==> config.mk <==
export PLATFORM = sky130hd
export DESIGN_NAME = des_key_schedule_flat
export DESIGN_NICKNAME = d
export VERILOG_FILES = /design/src/rtl/des_key_schedule_if.sv /design/src/rtl/des_key_schedule.sv /design/src/flat_wrapper.sv
export SDC_FILE = /design/constraint.sdc
export NUM_CORES = 2
export LEC_CHECK = 0
export ABC_AREA = 1
export BUFFER_PORTS_ARGS = -buffer_cell sky130_fd_sc_hd__buf_2
export CAP_MARGIN = 20
export CORE_UTILIZATION = 60
export DETAILED_ROUTE_END_ITERATION = 16
export PLACE_DENSITY = 0.74
export SYNTH_ARGS = -nofsm -noshare
export SYNTH_HDL_FRONTEND = slang
export SYNTH_SLANG_ARGS = --single-unit
==> constraint.sdc <==
create_clock -name clk -period 61.3 [get_ports clk]
set_input_delay 12.26 -clock clk [delete_from_list [all_inputs] [get_ports clk]]
set_output_delay 12.26 -clock clk [all_outputs]
set_load 0.02 [all_outputs]
==> src/rtl/des_key_schedule_if.sv <==
// Key-load and round-key read bus between the key loader, the DES round
// engine and des_key_schedule.
interface des_key_schedule_if;
    logic        start;
    logic [1:64] key_in;
    logic        busy;
    logic        ready;
    logic        rd_en;
    logic [3:0]  rd_idx;
    logic        rd_dec;
    logic        rd_valid;
    logic [1:48] rd_key;

    modport master (
        output start, key_in, rd_en, rd_idx, rd_dec,
        input  busy, ready, rd_valid, rd_key
    );

    modport slave (
        input  start, key_in, rd_en, rd_idx, rd_dec,
        output busy, ready, rd_valid, rd_key
    );
endinterface

==> src/rtl/des_key_schedule.sv <==
// DES key schedule: expands one 64-bit key into 16 round keys held in a table,
// KEYS_PER_CYCLE rounds per cycle, with a registered encrypt/decrypt-order read port.
module des_key_schedule #(
    parameter int unsigned KEYS_PER_CYCLE = 1,
    parameter int unsigned CLEAR_ON_START = 1
) (
    input  logic                clk,
    input  logic                rst,
    des_key_schedule_if.slave   bus
);

    localparam int unsigned KPC        = KEYS_PER_CYCLE;
    localparam int unsigned NUM_ROUNDS = 16;
    localparam int unsigned RND_W      = 5;

    if (!(KPC == 1 || KPC == 2 || KPC == 4 || KPC == 8 || KPC == 16)) begin : g_bad_kpc
        $error("des_key_schedule: KEYS_PER_CYCLE must be 1, 2, 4, 8 or 16");
    end

    typedef enum logic [1:0] {
        S_IDLE = 2'd0,
        S_GEN  = 2'd1,
        S_DONE = 2'd2
    } state_t;

    state_t           r_state;
    state_t           w_state_nxt;
    logic             w_load;
    logic             w_step;
    logic             w_last;

    logic [1:28]      r_c;
    logic [1:28]      r_d;
    logic [RND_W-1:0] r_rnd;
    logic             r_busy;
    logic             r_ready;
    logic             r_rd_valid;
    logic [1:48]      r_rd_key;

    logic [1:56]      w_pc1;
    logic [1:28]      w_c_st [KPC+1];
    logic [1:28]      w_d_st [KPC+1];
    logic [1:48]      w_keys [KPC];
    logic [1:48]      w_table [NUM_ROUNDS];
    logic [3:0]       w_rd_sel;

    function automatic logic [1:56] f_pc1(input logic [1:64] k);
        return {k[57], k[49], k[41], k[33], k[25], k[17], k[9],
                k[1],  k[58], k[50], k[42], k[34], k[26], k[18],
                k[10], k[2],  k[59], k[51], k[43], k[35], k[27],
                k[19], k[11], k[3],  k[60], k[52], k[44], k[36],
                k[63], k[55], k[47], k[39], k[31], k[23], k[15],
                k[7],  k[62], k[54], k[46], k[38], k[30], k[22],
                k[14], k[6],  k[61], k[53], k[45], k[37], k[29],
                k[21], k[13], k[5],  k[28], k[20], k[12], k[4]};
    endfunction

    function automatic logic [1:48] f_pc2(input logic [1:56] cd);
        return {cd[14], cd[17], cd[11], cd[24], cd[1],  cd[5],
                cd[3],  cd[28], cd[15], cd[6],  cd[21], cd[10],
                cd[23], cd[19], cd[12], cd[4],  cd[26], cd[8],
                cd[16], cd[7],  cd[27], cd[20], cd[13], cd[2],
                cd[41], cd[52], cd[31], cd[37], cd[47], cd[55],
                cd[30], cd[40], cd[51], cd[45], cd[33], cd[48],
                cd[44], cd[49], cd[39], cd[56], cd[34], cd[53],
                cd[46], cd[42], cd[50], cd[36], cd[29], cd[32]};
    endfunction

    assign w_pc1 = f_pc1(bus.key_in);

    // Combinational chain of KPC rounds starting from the registered C/D halves
    assign w_c_st[0] = r_c;
    assign w_d_st[0] = r_d;

    for (genvar g = 0; g < KPC; g++) begin : g_round
        logic [RND_W-1:0] w_num;
        logic             w_single;

        assign w_num    = r_rnd + RND_W'(g + 1);
        assign w_single = (w_num == 5'd1) || (w_num == 5'd2) ||
                          (w_num == 5'd9) || (w_num == 5'd16);

        assign w_c_st[g+1] = w_single ? {w_c_st[g][2:28], w_c_st[g][1]}
                                      : {w_c_st[g][3:28], w_c_st[g][1:2]};
        assign w_d_st[g+1] = w_single ? {w_d_st[g][2:28], w_d_st[g][1]}
                                      : {w_d_st[g][3:28], w_d_st[g][1:2]};
        assign w_keys[g]   = f_pc2({w_c_st[g+1], w_d_st[g+1]});
    end

    // Entry e is produced by lane e%KPC in the cycle where r_rnd equals its group base
    for (genvar e = 0; e < NUM_ROUNDS; e++) begin : g_entry
        localparam int unsigned BASE = (e / KPC) * KPC;
        localparam int unsigned LANE = e % KPC;

        logic [1:48] r_entry;
        logic        w_we;

        assign w_we = w_step && (r_rnd == RND_W'(BASE));

        always_ff @(posedge clk or posedge rst) begin
            if (rst) begin
                r_entry <= '0;
            end else if (w_load && (CLEAR_ON_START != 0)) begin
                r_entry <= '0;
            end else if (w_we) begin
                r_entry <= w_keys[LANE];
            end
        end

        assign w_table[e] = r_entry;
    end

    always_ff @(posedge clk or posedge rst) begin
        if (rst) begin
            r_state <= S_IDLE;
        end else begin
            r_state <= w_state_nxt;
        end
    end

    always_comb begin
        w_state_nxt = r_state;
        case (r_state)
            S_IDLE, S_DONE: if (bus.start) w_state_nxt = S_GEN;
            S_GEN:          if (w_last)    w_state_nxt = S_DONE;
            default:        w_state_nxt = S_IDLE;
        endcase
    end

    always_comb begin
        w_load = 1'b0;
        w_step = 1'b0;
        w_last = 1'b0;
        case (r_state)
            S_IDLE, S_DONE: w_load = bus.start;
            S_GEN: begin
                w_step = 1'b1;
                w_last = ((r_rnd + RND_W'(KPC)) == RND_W'(NUM_ROUNDS));
            end
            default: ;
        endcase
    end

    assign w_rd_sel = bus.rd_dec ? 4'(4'd15 - bus.rd_idx) : bus.rd_idx;

    // C/D halves, round counter, status flags and read port
    always_ff @(posedge clk or posedge rst) begin
        if (rst) begin
            r_c        <= '0;
            r_d        <= '0;
            r_rnd      <= '0;
            r_busy     <= 1'b0;
            r_ready    <= 1'b0;
            r_rd_valid <= 1'b0;
            r_rd_key   <= '0;
        end else begin
            if (w_load) begin
                r_c   <= w_pc1[1:28];
                r_d   <= w_pc1[29:56];
                r_rnd <= '0;
            end else if (w_step) begin
                r_c   <= w_c_st[KPC];
                r_d   <= w_d_st[KPC];
                r_rnd <= r_rnd + RND_W'(KPC);
            end
            r_busy     <= (w_state_nxt == S_GEN);
            r_ready    <= (w_state_nxt == S_DONE);
            r_rd_valid <= bus.rd_en && r_ready;
            if (bus.rd_en && r_ready) begin
                r_rd_key <= w_table[w_rd_sel];
            end
        end
    end

    assign bus.busy     = r_busy;
    assign bus.ready    = r_ready;
    assign bus.rd_valid = r_rd_valid;
    assign bus.rd_key   = r_rd_key;

endmodule

==> src/flat_wrapper.sv <==
// flat-port wrapper written by rule: the top's interface ports become plain ports
module des_key_schedule_flat 
#(
    parameter int unsigned KEYS_PER_CYCLE = 1,
    parameter int unsigned CLEAR_ON_START = 1
)
  (clk, rst, bus_start, bus_key_in, bus_rd_en, bus_rd_idx, bus_rd_dec, bus_busy, bus_ready, bus_rd_valid, bus_rd_key);
  des_key_schedule_if bus_i ();
  input  logic clk;
  input  logic rst;
  input wire logic [$bits(bus_i.start)-1:0] bus_start;
  input wire logic [$bits(bus_i.key_in)-1:0] bus_key_in;
  input wire logic [$bits(bus_i.rd_en)-1:0] bus_rd_en;
  input wire logic [$bits(bus_i.rd_idx)-1:0] bus_rd_idx;
  input wire logic [$bits(bus_i.rd_dec)-1:0] bus_rd_dec;
  output wire logic [$bits(bus_i.busy)-1:0] bus_busy;
  output wire logic [$bits(bus_i.ready)-1:0] bus_ready;
  output wire logic [$bits(bus_i.rd_valid)-1:0] bus_rd_valid;
  output wire logic [$bits(bus_i.rd_key)-1:0] bus_rd_key;
  assign bus_i.start = bus_start;
  assign bus_i.key_in = bus_key_in;
  assign bus_i.rd_en = bus_rd_en;
  assign bus_i.rd_idx = bus_rd_idx;
  assign bus_i.rd_dec = bus_rd_dec;
  assign bus_busy = bus_i.busy;
  assign bus_ready = bus_i.ready;
  assign bus_rd_valid = bus_i.rd_valid;
  assign bus_rd_key = bus_i.rd_key;
  des_key_schedule #(.KEYS_PER_CYCLE(KEYS_PER_CYCLE), .CLEAR_ON_START(CLEAR_ON_START)) u_core (.clk(clk), .rst(rst), .bus(bus_i));
endmodule
==> reports/qor_table.md <==
| Step | Metric | This run |
|---|---|---|
| outcome | Result of the run | completed |
| worst setup path | Worst setup path startpoint | bus_start |
| cts | Cells resized by post-CTS repair | 0 |
| global route | Maximum number of pins on one net before global-route repair | 234 |
| worst setup path | Most Frequent Cell on Critical Path | buf_4 |
| cells and area | Final instance count without filler cells | 7014 |
| pwr | Switching Fraction | 0.473 |
| cells and area | Layout cells sized above 1 | 0.0779 |
| worst setup path | Slowest-stage cell, CP | buf_4 |
| logic synthesis | Cell area after synthesis | 46300 sq um |
| worst setup path | Startpoint type of the worst setup path | input port |
| worst setup path | Beginning of the worst register-to-register path | u_core.r_state[0]$_DFF_PP0_ |
| cells and area | Number of fill cells in the layout | 6707 |
| pwr | Leakage power | 0.0264 uW |
| die | Effective utilization at floorplan | 0.608 |
| global route | GRT Overall Usage | 0.422 |
| routing | Initial detailed-routing violation count | 7925 |
| logic synthesis | Cell count after synthesis | 6183 |
| die | Total Die Area | 78200 sq um |
| run | Max Cap Viol | 0 |
| routing | Vias/cell | 6.42 |
| worst setup path | Critical path's largest stage delay | 0.83 ns |
| logic synthesis | Synthesized area per cell | 7.48 sq um |
| global route | GRT overflow | 0 |
| timing | Number of slew-limit violations in the final report | 0 |
| cells and area | Area of the multi-input gates | 20500 sq um |
| cells and area | Post-layout net count | 5994 |
| logic synthesis | Unique cell type count in the Yosys netlist | 28 |
| pwr | Int Pwr | 1500 uW |
| logic synthesis | Number of synthesized flops with an enable pin | 0 |
| cells and area | Seq. cell area | 22100 sq um |
| routing | Post-detailed-route wirelength per cell | 23.8 um |
| placed design | Number of port buffers | 115 |
| routing | Residual DRC | 0 |
| logic synthesis | Area share of the largest cell type after synthesis | 0.477 |
| worst setup path | Data arrival time of the critical path | 16.94 ns |
| cts | Clock Tree Root | clkbuf_16 |
| cells and area | Final Util | 0.650 |
| worst setup path | Max Fanout on Critical Path | 171 |
| global route | Number of global-route vias before repair | 41300 |
| timing | Total count of hold-check failures in the final report | 0 |
| timing | Maximum operating frequency | 61.2 MHz |
| timing | Worst slew slack as a fraction of its limit | 0.174 |
| cts | CTS tree | yes |
| timing | Clock period minus final worst setup slack | 16.34 ns |
| logic synthesis | Most frequently used cell type in the post-synthesis netlist | nand2_1 |
| die | Row Count | 101 |
| logic synthesis | Biggest area consumer among synthesized cells | dfrtp_1 |
| logic synthesis | Cell types with the largest area share after synthesis | dfrtp_1, nand2_1, nand4_1 |
| placed design | Number of placed instances, taps included | 6849 |
| cts | CTS sink count | 882 |
| pwr | Power per Cell Area | 57.5 nW/um^2 |
| cts | Setup fix buffers added after clock tree synthesis | 0 |
| pwr | Clock network fraction of total power | 0.201 |
| hold path | Worst min-delay path class | reg -> reg |
| pwr | Overall power after layout | 2840 uW |
| pwr | Switching power total | 1340 uW |
| die | Number of I/O pins | 124 |
| pwr | Reg power frac | 0.344 |
| routing | Routed wire length | 167000 um |
| worst setup path | Crit Path Category | in -> reg |
| pwr | Share of total power in combinational logic | 0.455 |
| cts | H-tree depth | 3 |
| hold path | Startpoint of the worst hold path | u_core.bus.rd_key[32]$_DFFE_PP0P_ |
| timing | Unrepaired setup endpoints after global routing | false |
| pwr | Maximum ir drop on the vdd rail | 0.0424 mV |
| timing | Clock Skews | 0.0198 ns |
| cts | Clock edge transition at the registers on the reported setup and hold paths | 0.06 ns |
| die | Area of the core | 76100 sq um |
| placed design | Routability Congestion | 0.879 |
| cts | Number of CTS-inserted buffers | 93 |
| logic synthesis | Flip-flop cell with the highest count after synthesis | dfrtp_1 |
| die | Die Width | 280 um |
| worst setup path | Cell depth of the worst flop-to-flop path | 10 |
| logic synthesis | Cell types with the highest counts after synthesis | nand2_1, dfrtp_1, nand4_1 |
| cells and area | Area added between synthesis and finish | 6.85% |
| routing | TritonRoute pass-1 iters | 8 |
| cts | # hold bufs at CTS | 0 |
| worst setup path | Cell breakdown of the critical path | buf_2 > inv_2 > nor2_4 > inv_8 > buf_4 > buf_4 > o21ai_4 > buf_4 > inv_2 > buf_4 > nand2_1 > nand2_1 |
| routing | Vias | 45000 |
| worst setup path | Kind of end point of the critical path | flop |
| routing | Number of routed nets with antenna violations | 0 |
| worst setup path | Critical Path RT | 61.90 ns |
| placed design | Detailed Place HPWL | 81500 um |
| timing | Worst-margin pin slew | 1.24 ns |
| timing | Final setup fails | 0 |
| cts | Bufs on Longest Clock Path | 3 |
| timing | Post-route fraction of the period consumed by the critical path | 0.267 |
| logic synthesis | Share of synthesized flip-flops with an asynchronous set or reset | 1.00 |
| logic synthesis | Sequential cell area fraction in the yosys report | 0.477 |
| global route | Number of antenna violations at the first check in global routing | 0 |
| logic synthesis | Synthesis warning total | 0 |
| timing | Post-Route Setup TNS | 0 ns |
| die | Die height | 280 um |
| global route | First-pass GRT wire length | 252000 um |
| hold path | Min-Delay Path Depth | 2 |
| logic synthesis | Syn nets | 6262 |
| cts | Worst skew pair latency | 0.67 ns |
| logic synthesis | Number of synthesized register bits | 882 |
## power groups by stage
stage	registers, uW	clock network (uW)	logic (uW)
3_3_place_gp	970	0	1210
4_1_cts	970	571	1240
6_report	977	570	1290
2_1_floorplan	972	0	888
5_1_grt	1000	591	1390
3_5_place_dp	975	0	1240
## registers in the layout, summed over array words and instances (netlist names)
register                flops
u_core.g_entry.r_entry    768
u_core.bus.rd_key          48
u_core.r_c                 28
u_core.r_d                 28
u_core.r_rnd                5
u_core.r_state              2
u_core.bus.busy             1
u_core.bus.rd_valid         1
u_core.bus.ready            1
## layer usage
layer,vias to the layer above,global-route usage,part of all wire
met1,21300,0.592,0.38
met5,-,0.00438,0.00027
met4,2,0.180,0.045
met2,3427,0.613,0.43
li1,19700,-,-
met3,551,0.118,0.15
## critical path, delay by kind of cell
kind / cells / cell delay [ns]
buf+inv: 8 / 4.19
compound gates: 1 / 0.09
simple gates: 3 / 0.30
## per-stage QoR
stage	setup WS [ns]	area (sq um)	hold slack [ns]
global placement	44.50	46400	0.456
finish	44.96	49400	0.471
CTS	45.16	49400	0.477
floorplan	24.25	46300	0.449
detailed placement	44.48	46400	0.460
global route	44.87	49400	0.487
## final cells by class
| type | instances | area share |
|---|---|---|
| timing repair buffer | 189 | 0.0246 |
| sequential | 882 | 0.447 |
| clock buffer | 136 | 0.0549 |
| inverter | 339 | 0.0263 |
| clock inverter | 27 | 0.00585 |
| antenna | 1 | 0.0000506 |
| tap | 1030 | 0.0261 |
| multi-input combinational | 4410 | 0.416 |
## worst paths after layout
| path | end | slack [ns] |
|---|---|---|
| setup / recovery | u_core.g_entry[13].r_entry[44]$_DFFE_PP0P_ | 44.96 |
| hold / removal | u_core.bus.rd_key[32]$_DFFE_PP0P_ | 0.47 |
| setup reg to reg | u_core.g_entry[13].r_entry[44]$_DFFE_PP0P_ | 56.32 |
| hold reg to reg | u_core.bus.rd_key[32]$_DFFE_PP0P_ | 0.47 |
| max in group asynchronous | u_core.g_entry[0].r_entry[30]$_DFFE_PP0P_ | 46.33 |
| min in group asynchronous | u_core.bus.rd_key[21]$_DFFE_PP0P_ | 11.77 |
## placed cells by master (no fill, tap or decap), drive strengths merged
| cell type | n |
|---|---|
| clkinv | 17 |
| clkbuf | 136 |
| inv | 343 |
| clkinvlp | 1 |
| diode | 1 |
| o22ai | 3 |
| nand4 | 819 |
| ha | 6 |
| a21oi | 4 |
| a21o | 48 |
| nor2 | 24 |
| o21ai | 61 |
| buf | 189 |
| o211ai | 96 |
| nand2 | 2895 |
| nand3 | 451 |
| dfrtp | 882 |
| bufinv | 5 |
| xnor2 | 3 |
## cell families (layout without fill, tap and decap cells)
| family | Yosys count | after routing | synth area share |
|---|---|---|---|
| buffers and inverters | 891 | 691 | 0.0837 |
| other | 0 | 1 | 0 |
| XOR/XNOR | 3 | 3 | 0.000568 |
| AO/OA/AOI/OAI | 212 | 212 | 0.0309 |
| flip-flops | 882 | 882 | 0.477 |
| adder cells (fa/ha/maj) | 6 | 6 | 0.00162 |
| AND/OR/NAND/NOR | 4189 | 4189 | 0.406 |
No activity file was read; power rests on OpenSTA's default activity.
